--- src/rtl/sumador_pkg.sv ---
`default_nettype none
// ============================================================================
// Module  : sumador_pkg
// Brief   : Shared types and constants for the bit-serial adder/subtractor.
// Revision: 1.0 - initial release
// ============================================================================
package sumador_pkg;

    localparam int DEFAULT_WIDTH = 8;

    localparam logic OP_ADD = 1'b0;
    localparam logic OP_SUB = 1'b1;

    typedef enum logic [1:0] {
        IDLE  = 2'd0,
        SHIFT = 2'd1,
        DONE  = 2'd2
    } state_t;

endpackage
`default_nettype wire

--- src/rtl/full_adder_bit.sv ---
`default_nettype none
// ============================================================================
// Module  : full_adder_bit
// Brief   : Single combinational full-adder cell shared by every bit position.
// Revision: 1.0 - initial release
// ============================================================================
module full_adder_bit (
    input  logic a,
    input  logic b,
    input  logic cin,
    output logic s,
    output logic cout
);

    assign s    = a ^ b ^ cin;
    assign cout = (a & b) | (a & cin) | (b & cin);

endmodule
`default_nettype wire

--- src/rtl/sumador_serial.sv ---
`default_nettype none
// ============================================================================
// Module  : sumador_serial
// Brief   : Bit-serial adder/subtractor, LSB first, one full-adder cell.
// Revision: 1.0 - initial release
// ============================================================================
module sumador_serial
    import sumador_pkg::*;
#(
    parameter int WIDTH = DEFAULT_WIDTH
) (
    input  logic             clk,
    input  logic             rst,
    input  logic             in_valid,
    output logic             in_ready,
    input  logic [WIDTH-1:0] a,
    input  logic [WIDTH-1:0] b,
    input  logic             sub,
    input  logic             acc,
    output logic             out_valid,
    input  logic             out_ready,
    output logic [WIDTH-1:0] sum,
    output logic             cout,
    output logic             ovf
);

    localparam int               CNT_W    = $clog2(WIDTH) + 1;
    localparam logic [CNT_W-1:0] LAST_BIT = CNT_W'(WIDTH - 1);
    localparam logic [CNT_W-1:0] CNT_ONE  = CNT_W'(1);

    state_t             r_state;
    state_t             w_state_nxt;
    logic [WIDTH-1:0]   r_a;
    logic [WIDTH-1:0]   r_b;
    logic [WIDTH-1:0]   r_sum;
    logic [CNT_W-1:0]   r_cnt;
    logic               r_carry;
    logic               r_cout;
    logic               r_ovf;
    logic               r_out_valid;
    logic               w_accept;
    logic               w_last;
    logic               w_fa_s;
    logic               w_fa_cout;
    logic [WIDTH-1:0]   w_a_shifted;

    assign w_accept    = in_valid && (r_state == IDLE);
    assign w_last      = (r_cnt == LAST_BIT);
    // Result bits enter at the top of A as its operand bits leave at the bottom.
    assign w_a_shifted = {w_fa_s, r_a[WIDTH-1:1]};

    full_adder_bit u_fa (
        .a    (r_a[0]),
        .b    (r_b[0]),
        .cin  (r_carry),
        .s    (w_fa_s),
        .cout (w_fa_cout)
    );

    always_ff @(posedge clk) begin
        if (rst) begin
            r_state <= IDLE;
        end else begin
            r_state <= w_state_nxt;
        end
    end

    always_comb begin
        w_state_nxt = r_state;
        case (r_state)
            IDLE:    if (w_accept)  w_state_nxt = SHIFT;
            SHIFT:   if (w_last)    w_state_nxt = DONE;
            DONE:    if (out_ready) w_state_nxt = IDLE;
            default: w_state_nxt = IDLE;
        endcase
    end

    always_ff @(posedge clk) begin
        if (rst) begin
            r_a         <= '0;
            r_b         <= '0;
            r_sum       <= '0;
            r_cnt       <= '0;
            r_carry     <= 1'b0;
            r_cout      <= 1'b0;
            r_ovf       <= 1'b0;
            r_out_valid <= 1'b0;
        end else begin
            r_out_valid <= (w_state_nxt == DONE);
            case (r_state)
                IDLE: begin
                    if (w_accept) begin
                        r_a     <= acc ? r_sum : a;
                        r_b     <= (sub == OP_SUB) ? ~b : b;
                        r_carry <= (sub == OP_SUB);
                        r_cnt   <= '0;
                    end
                end
                SHIFT: begin
                    r_a     <= w_a_shifted;
                    r_b     <= {1'b0, r_b[WIDTH-1:1]};
                    r_carry <= w_fa_cout;
                    if (w_last) begin
                        // r_carry here is the carry into the MSB.
                        r_sum  <= w_a_shifted;
                        r_cout <= w_fa_cout;
                        r_ovf  <= r_carry ^ w_fa_cout;
                    end else begin
                        r_cnt <= r_cnt + CNT_ONE;
                    end
                end
                default: ;
            endcase
        end
    end

    assign in_ready  = (r_state == IDLE) && !rst;
    assign out_valid = r_out_valid;
    assign sum       = r_sum;
    assign cout      = r_cout;
    assign ovf       = r_ovf;

endmodule
`default_nettype wire
--- config.mk ---
export PLATFORM = sky130hd
export DESIGN_NAME = sumador_serial
export DESIGN_NICKNAME = d
export VERILOG_FILES = /design/src/rtl/sumador_pkg.sv /design/src/rtl/full_adder_bit.sv /design/src/rtl/sumador_serial.sv
export SDC_FILE = /design/constraint.sdc
export NUM_CORES = 1
export LEC_CHECK = 0
export CAP_MARGIN = 0
export CORE_MARGIN = 2
export CORE_UTILIZATION = 50
export DETAILED_ROUTE_END_ITERATION = 12
export GPL_TIMING_DRIVEN = 0
export MAX_ROUTING_LAYER = met4
export PLACE_DENSITY = 0.77
export SETUP_SLACK_MARGIN = 0.1
export SLEW_MARGIN = 20
export SYNTH_ARGS = -nofsm -noshare
export SYNTH_HDL_FRONTEND = slang
export SYNTH_SLANG_ARGS = --single-unit
--- constraint.sdc ---
create_clock -name clk -period 1.55 [get_ports clk]
set_clock_uncertainty 0.1 [all_clocks]
set_input_delay 0.31 -clock clk [delete_from_list [all_inputs] [get_ports clk]]
set_output_delay 0.31 -clock clk [all_outputs]
set_load 0.05 [all_outputs]
==> results <==
- The global router's overall resource usage is 0.2449.
- The slowest stage of the critical path is the sky130_fd_sc_hd__dfxtp_2 cell.
- Counting every instance in the synthesized netlist gives approximately 170.
- The met2 global-route usage is 0.4025.
- Across all layers, the routed design uses between 1500 and 2000 vias.
- The global-route track usage on met1 is 0.2993.
- For this run, asynchronously set or reset flops after synthesis account for 0.
- Summed over all nets, the switching power comes to between 0.0004 and 0.0005 W.
- The kind of launch point of the worst setup path is a register.
- The minimum period implied by the final worst setup slack is 1.592 ns.
- Summing all placed instances gives a cell area of approximately 2000 um2.
- Clock-pin slew was measured on the worst setup and hold paths at between 0.1 and 0.15 ns.
- The total congestion overflow after global routing is 0.
- From bottom edge to top edge, the die measures just over 60 um.
- The number of sinks on the clock net is 34.
- The final standard cell utilization of the core is 0.7303.
- The TritonCTS clock tree is done.
- Dividing the synthesized area by the synthesized cell count gives approximately 9.4 um2.
- For the pin with the worst max-slew slack, the measured transition is 0.5074 ns.
- The number of antenna violations at the first check in global routing is 0.
- The total of flip-flops plus latches after synthesis is 34.
- The worst setup path is captured at an output pin.
- The dominant synthesized flop cell is sky130_fd_sc_hd__dfxtp_1.
- The number of global-route vias before repair was roughly 1400.
- The largest net degree at the start of global routing is 13.
- The delay of the slowest cell on the worst path is between 0.3 and 0.4 ns.
- The final layout contains 244 nets.
- With fillers left out, the area of the finished cells amounts to roughly 2200 um2.
- The number of standard-cell rows in the floorplan is 20.
- The Yosys step of the flow raised 0 warnings.
- The synthesized design contains 0 enable-type register cells.
- The commonest cells after synthesis are sky130_fd_sc_hd__dfxtp_1, sky130_fd_sc_hd__nand3_1, sky130_fd_sc_hd__o21ai_0, sky130_fd_sc_hd__a21oi_1, sky130_fd_sc_hd__nor2_1.
- Of all cell types, the one taking the most synthesized area is sky130_fd_sc_hd__dfxtp_1.
- Data on the critical path is required at its endpoint by 1.14 ns.
- The mean number of vias per cell is approximately 5.8.
- The register area share after synthesis is 0.4220.
- In this run the deepest clock path goes through 2 buffers.
- The leakage component of the power is 0.8439 nW.
- For this configuration, the core starts out at a cell density of 0.5283.
- The share of post-route cells with drive strength above 1 is 0.3213.
- The final layout contains routed wiring with a total length of around 4200 um.
- The final critical-path setup slack is -0.04209 ns.
- The number of buffers added on ports is 31.
- The global-route layer with the greatest usage is met2.
- The internal portion of the total power is 0.001404 W.
- The tree is rooted in a sky130_fd_sc_hd__clkbuf_4.
- The count of nets left with antenna violations once routing finished came out at 0.
- The run finished, with violations left.
- The clock latency at the later pin of the worst-skew pair is between 0.3 and 0.4 ns.
- The combinational cell fraction of total power is 0.168.
- The HPWL after detailed placement is around 2700 um.
- The number of fillers in the final layout is 241.
- In the global route stage, met3 resource usage came out at 0.04264.
- The worst hold slack is just over 0.3 ns.
- In this design, the largest share of critical-path delay is due to flip-flops.
- In this run the worst path has a maximum fanout of 2.
- The H-tree depth is 2.
- The hold violation total from the final report is 0.
- Setup violations remaining at the end of the flow were counted as 2.
- In the finished design, the share of the clock period the worst path needs comes to 1.027.
- The floorplan step defined a die boundary enclosing ~3700 um2.
- The count of TritonRoute iterations in the first routing pass is 5.
- The core region is between 3000 and 4000 um2.
- The mapped netlist covers roughly 1600 um2.
- The violation count after the first detailed-routing iteration is about 140.
- Across the run, the number of max-cap violations was 0.
- In this run, distinct cell masters in the synthesized netlist total 38.
- The first global-routing pass estimated around 6400 um of wire.
- The number of diodes is 0.
- From synthesis to final layout, the design area changed by 38.25%.
- The number of I/O pins is 34.
- By area the synthesized netlist is led by sky130_fd_sc_hd__dfxtp_1, sky130_fd_sc_hd__nand3_1, sky130_fd_sc_hd__mux2_2.
- Counting the buffers created by CTS gives 5.
- Measured against its own limit, the worst slew margin works out to 0.6618.
- Together, buffers and inverters on the worst path number 2.
- Of the total power, the share spent switching nets is 0.2617.
- Yosys instantiated no cell more often than sky130_fd_sc_hd__dfxtp_1.
- The worst IR drop on VDD is around 0.82 mV.
- From left edge to right edge, the die measures about 61 um.
- The share of Yosys cell area claimed by the top area cell type is 0.4220.
- The power per cell area is around 850 nW/um2.
- The final-report max-slew violation count came to 0.
- The number of hold buffers added after cts is 0.
- Setup repair after global routing could not meet its margin everywhere.
- The DRC violation count after routing is 0.
- Of the total power, the clock network draws 0.343.
- The checks that failed: setup timing.
- The signal on the critical path passes through clkbuf_16, nor3_4, buf_6.
- The net count of the mapped netlist is around 200.
- The routability congestion estimate from global placement is between 0.7 and 0.8.
- The class of the tightest hold or removal check is input pin to register.
- The signal arrival time at the worst endpoint is 1.18 ns.
- The critical path start-end classification is register to output pin.
- The share of total power in sequential cells is 0.489.
- The completed layout was analyzed and its total power is roughly 0.0019 W.
- The average wire length per cell after detail routing is 15.76 um.
- Derived from the worst setup path, the maximum achievable clock frequency is roughly 0.63 GHz.
-- sequential cells by signal (all words and copies together) (netlist names) --
name	flops
r_a	8
cout	1
r_cnt	4
sum	8
r_b	8
ovf	1
out_valid	1
r_state	2
r_carry	1
-- through the flow --
step,std cells,worst slack [ns],setup TNS [ns]
final,265,-0.04209,-0.04613
after global routing,265,-0.07722,-0.2263
after CTS,260,-0.06261,-0.07981
after detailed placement,247,-0.7889,-8.065
after global placement,247,-0.7683,-7.011
after floorplan,172,0.09142,0
-- power by group through the flow --
stage	combinational, W	sequential (W)	clock (W)
after floorplan	0.000173	0.000941	0
after global placement	0.000260	0.000945	0
after detailed placement	0.000267	0.000948	0
after CTS	0.000301	0.000929	0.000659
after global routing	0.000346	0.000935	0.000700
final	0.000319	0.000931	0.000652
-- tightest hold or removal path, stage by stage --
cell and delay, ns:
sky130_fd_sc_hd__buf_2 0.18, sky130_fd_sc_hd__nand2_1 0.11, sky130_fd_sc_hd__a31oi_1 0.12
-- cell type report --
type                            count  area (um2)  area share
Multi-Input combinational cell    121       914.6      0.4102
Clock inverter                      3       45.04     0.02020
Tap cell                           44       55.05     0.02469
Inverter                            2       7.507    0.003367
Buffer                             14       133.9     0.06004
Clock buffer                        5       37.54     0.01684
Timing Repair Buffer               42       344.1      0.1543
Sequential cell                    34       691.9      0.3103
-- kinds of logic (layout without fill, tap and decap cells) --
| kind of cell | count (synthesis) | in the layout | synth area share |
|---|---|---|---|
| simple gates | 46 | 46 | 0.1552 |
| fa+ha+maj | 2 | 2 | 0.02017 |
| xor+xnor | 9 | 9 | 0.04888 |
| buf+inv | 17 | 66 | 0.05663 |
| compound gates | 54 | 54 | 0.2289 |
| flops | 34 | 34 | 0.4220 |
| mux | 10 | 10 | 0.06827 |
-- layout by cell type (no fill, tap or decap), types with 3 or more instances in the layout --
cell type	instances
sky130_fd_sc_hd__a21oi_1	12
sky130_fd_sc_hd__mux2_2	8
sky130_fd_sc_hd__o21ai_1	4
sky130_fd_sc_hd__dfxtp_2	3
sky130_fd_sc_hd__clkdlybuf4s50_1	17
sky130_fd_sc_hd__dfxtp_1	29
sky130_fd_sc_hd__buf_6	7
sky130_fd_sc_hd__a22oi_1	7
sky130_fd_sc_hd__clkbuf_4	6
sky130_fd_sc_hd__nor2_1	10
sky130_fd_sc_hd__o21ai_0	13
sky130_fd_sc_hd__a222oi_1	8
sky130_fd_sc_hd__nand3_1	20
sky130_fd_sc_hd__or3_1	3
sky130_fd_sc_hd__buf_4	11
sky130_fd_sc_hd__buf_2	12
sky130_fd_sc_hd__xor2_1	7
-- final timing paths --
check | slack [ns] | to | cells past startpoint | from
worst min register to register | 0.37 | r_b[6]$_SDFFE_PP0P_ | 2 | r_b[6]$_SDFFE_PP0P_
worst max register to register | 0 | r_carry$_SDFFE_PP0P_ | 5 | r_state[0]$_SDFF_PP0_
worst max-delay path | -0.04 | in_ready | 3 | r_state[0]$_SDFF_PP0_
worst min-delay path | 0.31 | r_carry$_SDFFE_PP0P_ | 3 | sub
-- what timing repair did --
action / in CTS / in global routing
gates resized for setup: 83 / 21
cloned: 0 / 1
pin swaps: 5 / 7
setup endpoints to repair: 35 / 29
setup buffers: 5 / 5
-- metal layers --
metal	routed length (um)	vias to the layer above
li1	-	739
met4	74	0
met2	2107	66
met5	0	-
met3	300	8
met1	1695	728
Power figures use the tool's default switching activity.
